===== src/rtl/ebm_rd_pkg.sv =====
// Shared definitions for the egress buffer manager read side: word layout,
// header codes, default sizing and FSM state encoding.
package ebm_rd_pkg;

   localparam int         PKT_W            = 134;
   localparam int         EBM_WORD_W       = 7;
   localparam int         EBM_MD_FIFO_AW   = 4;
   localparam logic [7:0] EBM_PKTOUT_AFULL = 8'd240;

   localparam logic [1:0] HDR_FIRST = 2'b01;
   localparam logic [1:0] HDR_MID   = 2'b11;
   localparam logic [1:0] HDR_LAST  = 2'b10;

   typedef enum logic [1:0] {
      ST_IDLE  = 2'd0,
      ST_FETCH = 2'd1,
      ST_CHK   = 2'd2,
      ST_SEND  = 2'd3
   } ebm_state_t;

   function automatic logic [1:0] hdr_of(input logic [PKT_W-1:0] word);
      return word[PKT_W-1 -: 2];
   endfunction

endpackage


===== src/rtl/ebm_md_fifo.sv =====
// Small show-ahead FIFO for scheduler metadata. The head entry is visible on
// rd_data whenever empty is low; a write while full succeeds only if a pop frees a slot.
module ebm_md_fifo #(
   parameter int DW = 8,
   parameter int AW = 4
) (
   input  logic          clk,
   input  logic          rst_n,
   input  logic          wr_en,
   input  logic [DW-1:0] wr_data,
   input  logic          rd_en,
   output logic [DW-1:0] rd_data,
   output logic          full,
   output logic          empty,
   output logic [AW:0]   usedw
);

   localparam int          DEPTH     = 2 ** AW;
   localparam logic [AW:0] DEPTH_CNT = {1'b1, {AW{1'b0}}};

   logic [DW-1:0] mem [DEPTH];
   logic [AW-1:0] wr_ptr_reg;
   logic [AW-1:0] rd_ptr_reg;
   logic [AW:0]   cnt_reg;
   logic          do_wr;
   logic          do_rd;

   assign full  = (cnt_reg == DEPTH_CNT);
   assign empty = (cnt_reg == '0);
   assign usedw = cnt_reg;

   assign do_rd = rd_en && !empty;
   assign do_wr = wr_en && (!full || do_rd);

   // Storage is left unreset; only the pointers define validity.
   always_ff @(posedge clk) begin
      if (do_wr) begin
         mem[wr_ptr_reg] <= wr_data;
      end
   end

   assign rd_data = mem[rd_ptr_reg];

   always_ff @(posedge clk or negedge rst_n) begin
      if (!rst_n) begin
         wr_ptr_reg <= '0;
         rd_ptr_reg <= '0;
         cnt_reg    <= '0;
      end else begin
         if (do_wr) begin
            wr_ptr_reg <= wr_ptr_reg + 1'b1;
         end
         if (do_rd) begin
            rd_ptr_reg <= rd_ptr_reg + 1'b1;
         end
         case ({do_wr, do_rd})
            2'b10:   cnt_reg <= cnt_reg + 1'b1;
            2'b01:   cnt_reg <= cnt_reg - 1'b1;
            default: cnt_reg <= cnt_reg;
         endcase
      end
   end

endmodule


===== src/rtl/ebm_rd.sv =====
// Egress buffer manager read side: pops buffer IDs from the scheduler, streams
// the buffer's words to the pktout FIFO and returns the ID to the free pool.
module ebm_rd
   import ebm_rd_pkg::*;
#(
   parameter int         WORD_W       = EBM_WORD_W,
   parameter int         MD_FIFO_AW   = EBM_MD_FIFO_AW,
   parameter logic [7:0] PKTOUT_AFULL = EBM_PKTOUT_AFULL
) (
   input  logic                  clk,
   input  logic                  rst_n,
   input  logic [7:0]            in_ebm_md,
   input  logic                  in_ebm_md_wr,
   output logic                  out_ebm_pkt_valid,
   input  logic                  in_ebm_bandwidth_discard,
   output logic                  out_ebm_buf_rd_en,
   output logic [8+WORD_W-1:0]   out_ebm_buf_rd_addr,
   input  logic [PKT_W-1:0]      in_ebm_buf_rd_data,
   output logic [PKT_W-1:0]      out_ebm_pkt,
   output logic                  out_ebm_pkt_wr,
   input  logic [7:0]            in_ebm_pktout_usedw,
   output logic [7:0]            out_ebm_free_id,
   output logic                  out_ebm_free_id_wr,
   output logic [31:0]           out_ebm_pkt_cnt,
   output logic [31:0]           out_ebm_discard_cnt,
   output logic [31:0]           out_ebm_md_ovf_cnt
);

   localparam logic [WORD_W-1:0] IDX_ZERO = '0;
   localparam logic [WORD_W-1:0] IDX_ONE  = {{(WORD_W-1){1'b0}}, 1'b1};
   localparam logic [WORD_W-1:0] IDX_TWO  = IDX_ONE + IDX_ONE;
   localparam logic [WORD_W-1:0] IDX_MAX  = '1;

   ebm_state_t          state_reg, state_next;
   logic [7:0]          id_reg, id_next;
   logic [PKT_W-1:0]    hold_reg, hold_next;
   logic [WORD_W-1:0]   word_idx_reg, word_idx_next;
   logic [WORD_W-1:0]   ret_idx_reg, ret_idx_next;
   logic                ret_vld_reg, ret_vld_next;
   logic                issue_done_reg, issue_done_next;
   logic [31:0]         pkt_cnt_reg;
   logic [31:0]         discard_cnt_reg;
   logic [31:0]         ovf_cnt_reg;

   logic                fifo_rd;
   logic [7:0]          fifo_dout;
   logic                fifo_full;
   logic                fifo_empty;
   logic [MD_FIFO_AW:0] fifo_usedw_unused;

   logic                room;
   logic                pkt_inc;
   logic                disc_inc;
   logic                md_ovf;
   logic [PKT_W-1:0]    ret_word;
   logic                ret_last;

   ebm_md_fifo #(
      .DW (8),
      .AW (MD_FIFO_AW)
   ) u_md_fifo (
      .clk     (clk),
      .rst_n   (rst_n),
      .wr_en   (in_ebm_md_wr),
      .wr_data (in_ebm_md),
      .rd_en   (fifo_rd),
      .rd_data (fifo_dout),
      .full    (fifo_full),
      .empty   (fifo_empty),
      .usedw   (fifo_usedw_unused)
   );

   assign room   = (in_ebm_pktout_usedw <= PKTOUT_AFULL);
   assign md_ovf = in_ebm_md_wr && fifo_full && !fifo_rd;

   // The final word slot of a buffer always closes the packet, whatever its header says.
   always_comb begin
      ret_word = in_ebm_buf_rd_data;
      if (ret_idx_reg == IDX_MAX) begin
         ret_word[PKT_W-1 -: 2] = HDR_LAST;
      end
   end

   assign ret_last = (hdr_of(ret_word) == HDR_LAST);

   always_comb begin
      state_next          = state_reg;
      id_next             = id_reg;
      hold_next           = hold_reg;
      word_idx_next       = word_idx_reg;
      ret_idx_next        = ret_idx_reg;
      ret_vld_next        = 1'b0;
      issue_done_next     = issue_done_reg;
      fifo_rd             = 1'b0;
      out_ebm_pkt_valid   = 1'b0;
      out_ebm_buf_rd_en   = 1'b0;
      out_ebm_buf_rd_addr = '0;
      out_ebm_pkt         = '0;
      out_ebm_pkt_wr      = 1'b0;
      out_ebm_free_id     = '0;
      out_ebm_free_id_wr  = 1'b0;
      pkt_inc             = 1'b0;
      disc_inc            = 1'b0;

      case (state_reg)
         ST_IDLE: begin
            if (!fifo_empty && room) begin
               fifo_rd             = 1'b1;
               id_next             = fifo_dout;
               out_ebm_buf_rd_en   = 1'b1;
               out_ebm_buf_rd_addr = {fifo_dout, IDX_ZERO};
               state_next          = ST_FETCH;
            end
         end

         ST_FETCH: begin
            hold_next         = in_ebm_buf_rd_data;
            out_ebm_pkt_valid = 1'b1;
            state_next        = ST_CHK;
         end

         ST_CHK: begin
            if (in_ebm_bandwidth_discard) begin
               out_ebm_free_id_wr = 1'b1;
               out_ebm_free_id    = id_reg;
               disc_inc           = 1'b1;
               state_next         = ST_IDLE;
            end else begin
               out_ebm_pkt    = hold_reg;
               out_ebm_pkt_wr = 1'b1;
               if (hdr_of(hold_reg) == HDR_LAST) begin
                  out_ebm_free_id_wr = 1'b1;
                  out_ebm_free_id    = id_reg;
                  pkt_inc            = 1'b1;
                  state_next         = ST_IDLE;
               end else begin
                  // Word 1 is requested alongside word 0 so the stream stays back-to-back.
                  issue_done_next = 1'b0;
                  state_next      = ST_SEND;
                  if (room) begin
                     out_ebm_buf_rd_en   = 1'b1;
                     out_ebm_buf_rd_addr = {id_reg, IDX_ONE};
                     ret_vld_next        = 1'b1;
                     ret_idx_next        = IDX_ONE;
                     word_idx_next       = IDX_TWO;
                  end else begin
                     word_idx_next = IDX_ONE;
                  end
               end
            end
         end

         ST_SEND: begin
            if (ret_vld_reg) begin
               out_ebm_pkt    = ret_word;
               out_ebm_pkt_wr = 1'b1;
               if (ret_last) begin
                  out_ebm_free_id_wr = 1'b1;
                  out_ebm_free_id    = id_reg;
                  pkt_inc            = 1'b1;
                  state_next         = ST_IDLE;
               end
            end
            if (!(ret_vld_reg && ret_last) && !issue_done_reg && room) begin
               out_ebm_buf_rd_en   = 1'b1;
               out_ebm_buf_rd_addr = {id_reg, word_idx_reg};
               ret_vld_next        = 1'b1;
               ret_idx_next        = word_idx_reg;
               word_idx_next       = word_idx_reg + IDX_ONE;
               if (word_idx_reg == IDX_MAX) begin
                  issue_done_next = 1'b1;
               end
            end
         end

         default: begin
            state_next = ST_IDLE;
         end
      endcase
   end

   always_ff @(posedge clk or negedge rst_n) begin
      if (!rst_n) begin
         state_reg      <= ST_IDLE;
         id_reg         <= '0;
         hold_reg       <= '0;
         word_idx_reg   <= '0;
         ret_idx_reg    <= '0;
         ret_vld_reg    <= 1'b0;
         issue_done_reg <= 1'b0;
      end else begin
         state_reg      <= state_next;
         id_reg         <= id_next;
         hold_reg       <= hold_next;
         word_idx_reg   <= word_idx_next;
         ret_idx_reg    <= ret_idx_next;
         ret_vld_reg    <= ret_vld_next;
         issue_done_reg <= issue_done_next;
      end
   end

   always_ff @(posedge clk or negedge rst_n) begin
      if (!rst_n) begin
         pkt_cnt_reg     <= '0;
         discard_cnt_reg <= '0;
         ovf_cnt_reg     <= '0;
      end else begin
         if (pkt_inc) begin
            pkt_cnt_reg <= pkt_cnt_reg + 32'd1;
         end
         if (disc_inc) begin
            discard_cnt_reg <= discard_cnt_reg + 32'd1;
         end
         if (md_ovf) begin
            ovf_cnt_reg <= ovf_cnt_reg + 32'd1;
         end
      end
   end

   assign out_ebm_pkt_cnt     = pkt_cnt_reg;
   assign out_ebm_discard_cnt = discard_cnt_reg;
   assign out_ebm_md_ovf_cnt  = ovf_cnt_reg;

endmodule


===== config.mk =====
export PLATFORM = sky130hd
export DESIGN_NAME = ebm_rd
export DESIGN_NICKNAME = d
export VERILOG_FILES = /design/src/rtl/ebm_rd_pkg.sv /design/src/rtl/ebm_md_fifo.sv /design/src/rtl/ebm_rd.sv
export SDC_FILE = /design/constraint.sdc
export NUM_CORES = 1
export LEC_CHECK = 0
export BUFFER_PORTS_ARGS = -buffer_cell sky130_fd_sc_hd__buf_2
export CORE_MARGIN = 3
export CORE_UTILIZATION = 40
export DETAILED_ROUTE_END_ITERATION = 16
export GPL_ROUTABILITY_DRIVEN = 1
export MAX_ROUTING_LAYER = met4
export RECOVER_POWER = 50
export SETUP_SLACK_MARGIN = 0.02
export SKIP_CTS_REPAIR_TIMING = 1
export SKIP_LAST_GASP = 1
export SLEW_MARGIN = 10
export SYNTH_ARGS = -nofsm -noshare
export SYNTH_HDL_FRONTEND = slang
export SYNTH_SLANG_ARGS = --single-unit

===== constraint.sdc =====
create_clock -name clk -period 3.25 [get_ports clk]
set_input_delay 0.1625 -clock clk [delete_from_list [all_inputs] [get_ports clk]]
set_output_delay 0.1625 -clock clk [all_outputs]
set_load 0.005 [all_outputs]

==> results of run 1 <==
[cell families (layout without fill, tap and decap cells)]
logic type                 Yosys count  in the layout
and+or+nand+nor                    695            695
DFF                                397            397
AOI/OAI and AO/OA                  203            203
buffers and inverters              109            687
xor gates and xnor gates           104            104
muxes                               38             38
adders and majority gates           10             10
other                                0              1
[cells in the final DEF (no fill, tap or decap), drive strengths merged, types with 10 or more instances in the layout]
master / synthesis / routed
a21o: 25 / 25
a22o: 132 / 132
and2: 26 / 26
and3: 13 / 13
buf: 32 / 376
clkbuf: 48 / 130
clkinv: 1 / 10
dfrtp: 269 / 269
dlygate4sd3: 0 / 137
edfxtp: 128 / 128
ha: 10 / 10
inv: 28 / 29
mux4: 32 / 32
nand2: 466 / 466
nand3: 41 / 41
nand4: 30 / 30
nor2: 44 / 44
nor3: 31 / 31
nor4: 16 / 16
o22ai: 19 / 19
xnor2: 62 / 62
xor2: 42 / 42
[worst max-delay path: cells and delay by family, from the launching register on]
family	cells	cell delay [ns]
AO/OA/AOI/OAI	2	0.47
multiplexers	1	0.53
flip-flops	1	0.69
AND/OR/NAND/NOR	1	0.14
buffers and inverters	2	0.35
[cell type report]
| cell class | instances | area [um2] |
|---|---|---|
| repair buffers | 578 | 3647 |
| diodes | 1 | 2.502 |
| fillers | 3809 | 20180 |
| clock inverters | 15 | 130.1 |
| multi-input cells | 1050 | 6606 |
| well taps | 585 | 732.0 |
| inverters | 29 | 113.9 |
| clock buffers | 65 | 1274 |
| flip-flops and latches | 397 | 10580 |
[layer usage]
layer  wire length [um]  global-route usage [%]  vias to the layer above
met4               1842                   7.975                        0
met3               3178                   3.985                      125
met2              25720                   35.57                      506
met1              21930                   28.31                     7056
li1                   -                       -                     6571
met5                  0                       -                        -
[cell usage after synthesis, types with 2 or more instances]
cell type | number | area [um2]
a22o_1 | 132 | 1156
nand3_1 | 41 | 205.2
nand4_1 | 29 | 181.4
xnor2_1 | 62 | 543.0
mux4_2 | 32 | 720.7
buf_2 | 11 | 55.05
or2_2 | 4 | 25.02
buf_1 | 21 | 78.83
mux2i_1 | 3 | 30.03
o22ai_1 | 19 | 118.9
o21ai_0 | 6 | 30.03
a21oi_1 | 4 | 20.02
and3_1 | 13 | 81.33
nor3b_1 | 3 | 22.52
ha_1 | 10 | 125.1
edfxtp_1 | 128 | 3844
nor2_1 | 42 | 157.7
a31o_2 | 2 | 17.52
and2_1 | 26 | 162.7
clkbuf_1 | 48 | 180.2
nand2_1 | 465 | 1745
and4_1 | 6 | 52.55
nor4_1 | 11 | 68.82
a211oi_1 | 2 | 15.01
xor2_1 | 42 | 367.9
a21o_1 | 25 | 187.7
or4_1 | 3 | 22.52
nor4_4 | 4 | 85.08
inv_1 | 27 | 101.4
nor2b_1 | 2 | 12.51
mux2_2 | 3 | 33.78
dfrtp_1 | 269 | 6731
nor3_1 | 30 | 150.1
nand2b_1 | 4 | 25.02
[worst paths after layout]
path,startpoint,endpoint,slack (ns)
max in group asynchronous,rst_n,u_md_fifo.wr_ptr_reg[2]$_DFFE_PN0P_,0.59
min reg2reg,out_ebm_md_ovf_cnt[31]$_DFFE_PN0P_,out_ebm_md_ovf_cnt[31]$_DFFE_PN0P_,0.46
max,u_md_fifo.rd_ptr_reg[0]$_DFFE_PN0N_,out_ebm_buf_rd_addr[7],0.33
max reg2reg,u_md_fifo.usedw[1]$_DFFE_PN0P_,u_md_fifo.usedw[4]$_DFFE_PN0P_,0.68
min in group asynchronous,rst_n,id_reg[2]$_DFFE_PN0N_,0.84
min,in_ebm_md_wr,out_ebm_md_ovf_cnt[0]$_DFFE_PN0P_,0.03
[power breakdown]
| group | internal, mW | leakage [nW] | switching, mW | total, mW |
|---|---|---|---|---|
| Sequential | 6.45 | 4.56 | 0.903 | 7.36 |
| Combinational | 2.49 | 5.81 | 3.32 | 5.81 |
| Clock | 2.87 | 0.677 | 1.99 | 4.86 |
[through the flow]
step | std cells | util (%) | power (mW)
after floorplan | 1556 | - | 10.82
after global placement | 2501 | 47.12 | 12.94
after detailed placement | 2501 | 47.12 | 13.12
after CTS | 2581 | 50.36 | 18.06
after global routing | 2720 | 53.35 | 19.18
final | 2720 | 53.35 | 18.02
==> flow_metrics.py, run 1 <==
metrics = {
    "yosys": {
        "synth_enable_flop_cells": 128,
        "synth-simple-area-share_pct": 17.67,
        "async_reset_ff_share_pct": 67.76,
        "synth_top_family_by_area": "simple AND/OR/NAND/NOR gates",
        "seq_area_frac_synth_pct": 60.15,
        "synth-xor-area-share_pct": 5.181,
        "synth-compound-area-share_pct": 9.416,
        "synth.distinct_cells": 61,
        "ys_warn_count": 0,
        "synth-adder-area-share_pct": 0.7117,
        "ys_ff_latch": 397,
        "synthFlopType": "dfrtp_1",
        "synth.area.mux_share_pct": 4.462,
        "netlist_instances": 1556,
        "syn_area_mm2": 0.01758,
        "postSynthAreaPerCell_um2": 11.30,
        "syn_nets": 1720,
    },
    "sta": {
        "maxClockFrequency_mhz": 342.4,
        "fin_tns_setup_ns": 0,
        "fin_skew_ns": 0.01254,
        "rsz0062_at_grt": "no",
        "worst_pin_slew_ns": 2.281,
        "slew-limit-headroom_pct": -52.09,
        "slew_viol_final": 77,
        "fin_crit_ns": 2.920,
        "hold_viol": 0,
        "setup_violations": 0,
        "fin_crit_sh_pct": 89.86,
        "whs_ns": 0.03202,
        "fin_ws_ns": 0.3296,
    },
    "placement": {
        "place_area_mm2": 0.02039,
        "preCtsSetupSlack_ns": 0.6392,
        "port-buffer-count": 410,
        "gp_congestion": 0.8630,
        "dp_hpwl_mm": 35.96,
    },
    "route": {
        "drt_iter0_drc": 1407,
        "ant_nets": 0,
        "routedWlPerCell_um": 19.37,
        "drc": 0,
        "wl_mm": 52.68,
        "vias_per_cell": 5.242,
        "vias": 14260,
        "drtPass1Iterations": 5,
    },
    "critical_path": {
        "crit_path_end_kind": "primary output",
        "cpPeakStageDelay_ns": 0.69,
        "cp.required_ns": 3.09,
        "r2r_cells": 8,
        "crit_chain": "buf_12 > mux4_2 > o22ai_1 > nor3_1 > a21o_1 > buf_2",
        "crit_path_start_kind": "flop",
        "worstSetupPathType": "flop to primary output",
        "critPathSlowestCell": "dfrtp_2",
        "critPathArrivalTime_ns": 2.76,
        "path_max_fanout": 15,
    },
    "cells_and_area": {
        "fin_nets": 2266,
        "syn_to_final_growth_pct": 31.29,
        "largest_reg_flops": 134,
        "design_area_mm2": 0.02308,
        "drive_above_1_share_pct": 23.24,
    },
    "floorplanning": {
        "initial_core_util_pct": 40.63,
        "die_x_um": 215.6,
        "rows": 76,
        "die_area_mm2": 0.04650,
        "num_io_pins": 411,
        "die_y_um": 215.6,
        "core_area_mm2": 0.04327,
    },
    "run": {
        "max_cap_violations": 1,
    },
    "min_path": {
        "hold_class": "input pin to flop",
        "hold_depth": 3,
    },
    "clock_tree": {
        "clock_path_buffers": 3,
        "clock-root-buffer": "clkbuf_16",
        "cts_tree": "done",
        "clk_latency_ns": 0.57,
        "clock_sinks": 397,
        "h-tree-depth": 2,
        "clk_pin_slew_ns": 0.06,
        "cts_buffers": 46,
    },
    "pwr": {
        "p_leak_nw": 11.04,
        "vdd_drop_max_mv": 0.4896,
        "p_per_area_mw_per_mm2": 780.7,
    },
    "status": {
        "status": "complete, but fails checks",
        "violations": "max-capacitance violations, max-slew violations",
    },
    "global_routing": {
        "antenna_found_initial": 1,
        "track_usage_pct": 22.11,
        "grt_overflow": 0,
        "grt_max_degree": 136,
        "grt_pass1_vias": 13300,
        "grt_pass1_wl_mm": 78.74,
    },
}
Power figures use the tool's default switching activity.
==> run 2: changes to the inputs <==
--- a/config.mk
+++ b/config.mk
@@ -6,12 +6,10 @@
 export NUM_CORES = 1
 export LEC_CHECK = 0
 export BUFFER_PORTS_ARGS = -buffer_cell sky130_fd_sc_hd__buf_2
-export CORE_MARGIN = 3
 export CORE_UTILIZATION = 40
 export DETAILED_ROUTE_END_ITERATION = 16
 export GPL_ROUTABILITY_DRIVEN = 1
 export MAX_ROUTING_LAYER = met4
-export RECOVER_POWER = 50
 export SETUP_SLACK_MARGIN = 0.02
 export SKIP_CTS_REPAIR_TIMING = 1
 export SKIP_LAST_GASP = 1
==> flow_metrics.py, run 2 (synthesis gave the netlist of run 1 again) <==
metrics = {
    "status": {
        "status": "finished clean",
    },
    "placement": {
        "gp_congestion": 0.8427,
        "port-buffer-count": 410,
        "dp_hpwl_mm": 34.63,
        "preCtsSetupSlack_ns": 0.5600,
        "place_area_mm2": 0.02036,
    },
    "route": {
        "vias": 14050,
        "vias_per_cell": 5.176,
        "drc": 0,
        "drt_iter0_drc": 984,
        "ant_nets": 0,
        "routedWlPerCell_um": 18.70,
        "wl_mm": 50.75,
        "drtPass1Iterations": 5,
    },
    "critical_path": {
        "cp.required_ns": 3.09,
        "critPathArrivalTime_ns": 2.78,
        "path_max_fanout": 19,
        "worstSetupPathType": "flop to primary output",
        "crit_path_end_kind": "primary output",
        "crit_path_start_kind": "flop",
    },
    "global_routing": {
        "grt_pass1_wl_mm": 75.58,
        "grt_overflow": 0,
        "antenna_found_initial": 1,
        "track_usage_pct": 22.40,
        "grt_max_degree": 137,
        "grt_pass1_vias": 12990,
    },
    "sta": {
        "slew-limit-headroom_pct": 41.81,
        "fin_crit_sh_pct": 90.52,
        "slew_viol_final": 0,
        "worst_pin_slew_ns": 0.8728,
        "maxClockFrequency_mhz": 339.9,
        "rsz0062_at_grt": "no",
        "fin_ws_ns": 0.3081,
        "fin_tns_setup_ns": 0,
        "fin_skew_ns": 0.01460,
        "setup_violations": 0,
        "fin_crit_ns": 2.942,
        "hold_viol": 0,
    },
    "cells_and_area": {
        "fin_nets": 2257,
        "design_area_mm2": 0.02317,
        "final_cell_mix": "nand2_1 (465), buf_2 (409), dfrtp_1 (268), dlygate4sd3_1 (136), a22o_1 (132)",
        "final_common_cell": "nand2_1",
        "largest_reg_flops": 134,
        "drive_above_1_share_pct": 26.13,
        "syn_to_final_growth_pct": 31.78,
    },
    "floorplanning": {
        "rows": 76,
        "die_x_um": 211.6,
        "num_io_pins": 411,
        "initial_core_util_pct": 40.72,
        "die_area_mm2": 0.04479,
        "core_area_mm2": 0.04317,
        "die_y_um": 211.6,
    },
    "clock_tree": {
        "clk_latency_ns": 0.56,
        "clock_path_buffers": 3,
        "cts_buffers": 43,
        "h-tree-depth": 2,
        "clock-root-buffer": "clkbuf_16",
        "clk_pin_slew_ns": 0.06,
        "clock_sinks": 397,
        "cts_tree": "done",
    },
    "pwr": {
        "p_leak_nw": 11.27,
        "p_int_mw": 11.96,
        "clockPowerShare_pct": 27.8,
        "p_per_area_mw_per_mm2": 780.9,
        "p_switching_mw": 6.133,
        "vdd_drop_max_mv": 0.4397,
        "seqPwrFrac_pct": 40.5,
        "swShare_pct": 33.90,
        "combPwrFrac_pct": 31.8,
    },
    "run": {
        "max_cap_violations": 0,
    },
    "min_path": {
        "hold_class": "input pin to flop",
    },
}
-- run 2: cell types whose count changed in the layout (fill, tap and decap cells not counted), sizes merged --
cell	change
dlygate4sd3	-1
clkbuf	-64
inv	+2
buf	+60
clkinv	-5
clkinvlp	-2
bufinv	+4
-- run 2: final timing paths --
kind	slack (ns)	cells after the start	startpoint	to
min in group asynchronous	0.24	2	rst_n	hold_reg[100]$_DFFE_PN0P_
worst max-delay path	0.31	6	u_md_fifo.rd_ptr_reg[0]$_DFFE_PN0N_	out_ebm_buf_rd_addr[13]
worst min-delay path	0.02	1	in_ebm_md[3]	u_md_fifo.mem[4][3]$_DFFE_PP_
worst max register to register	0.56	8	u_md_fifo.usedw[1]$_DFFE_PN0P_	u_md_fifo.usedw[4]$_DFFE_PN0P_
worst min register to register	0.47	2	hold_reg[108]$_DFFE_PN0P_	hold_reg[108]$_DFFE_PN0P_
max in group asynchronous	1.97	3	rst_n	out_ebm_md_ovf_cnt[7]$_DFFE_PN0P_
-- run 2: critical path: stages (launching register included) --
cell	delay, ns
dfrtp_2	0.78
buf_12	0.27
mux4_2	0.52
o22ai_1	0.24
nor3_1	0.12
a21o_1	0.17
buf_2	0.12
-- run 2: cell type report --
class                   count  area (um2)
clock buffers              66        1212
multi-input cells        1050        6606
inverters                  29       115.1
fillers                  3806       20000
clock inverters            14       229.0
repair buffers            572        3694
well taps                 585       732.0
diodes                      1       2.502
flip-flops and latches    397       10580
-- run 2: power by group through the flow --
stage          combinational, mW  clock [mW]  sequential, mW
3_3_place_gp                5.53           0            7.34
2_1_floorplan               3.75           0            7.07
4_1_cts                     5.66        5.16            7.32
3_5_place_dp                5.63           0            7.41
6_report                    5.75        5.02            7.32
5_1_grt                     6.38        5.36            7.49
-- run 2: per-layer routing --
| metal | wire length [um] | global-route usage (%) | vias up | share of wire, % |
|---|---|---|---|---|
| met5 | 0 | - | - | 0 |
| met4 | 1561 | 8.646 | 0 | 3.1 |
| met3 | 2860 | 3.901 | 104 | 5.6 |
| met2 | 24440 | 34.83 | 464 | 48 |
| met1 | 21890 | 29.30 | 6934 | 43 |
| li1 | - | - | 6546 | - |
-- run 2: stage by stage --
step / std cells / utilization, % / hold WS (ns) / power, mW
4_1_cts: 2577 / 50.50 / -0.3219 / 18.13
6_report: 2714 / 53.66 / 0.01750 / 18.09
3_3_place_gp: 2497 / 47.16 / 0.2810 / 12.88
3_5_place_dp: 2497 / 47.16 / 0.2740 / 13.05
5_1_grt: 2714 / 53.66 / 0.005608 / 19.23
2_1_floorplan: 1556 / - / -0.1331 / 10.82
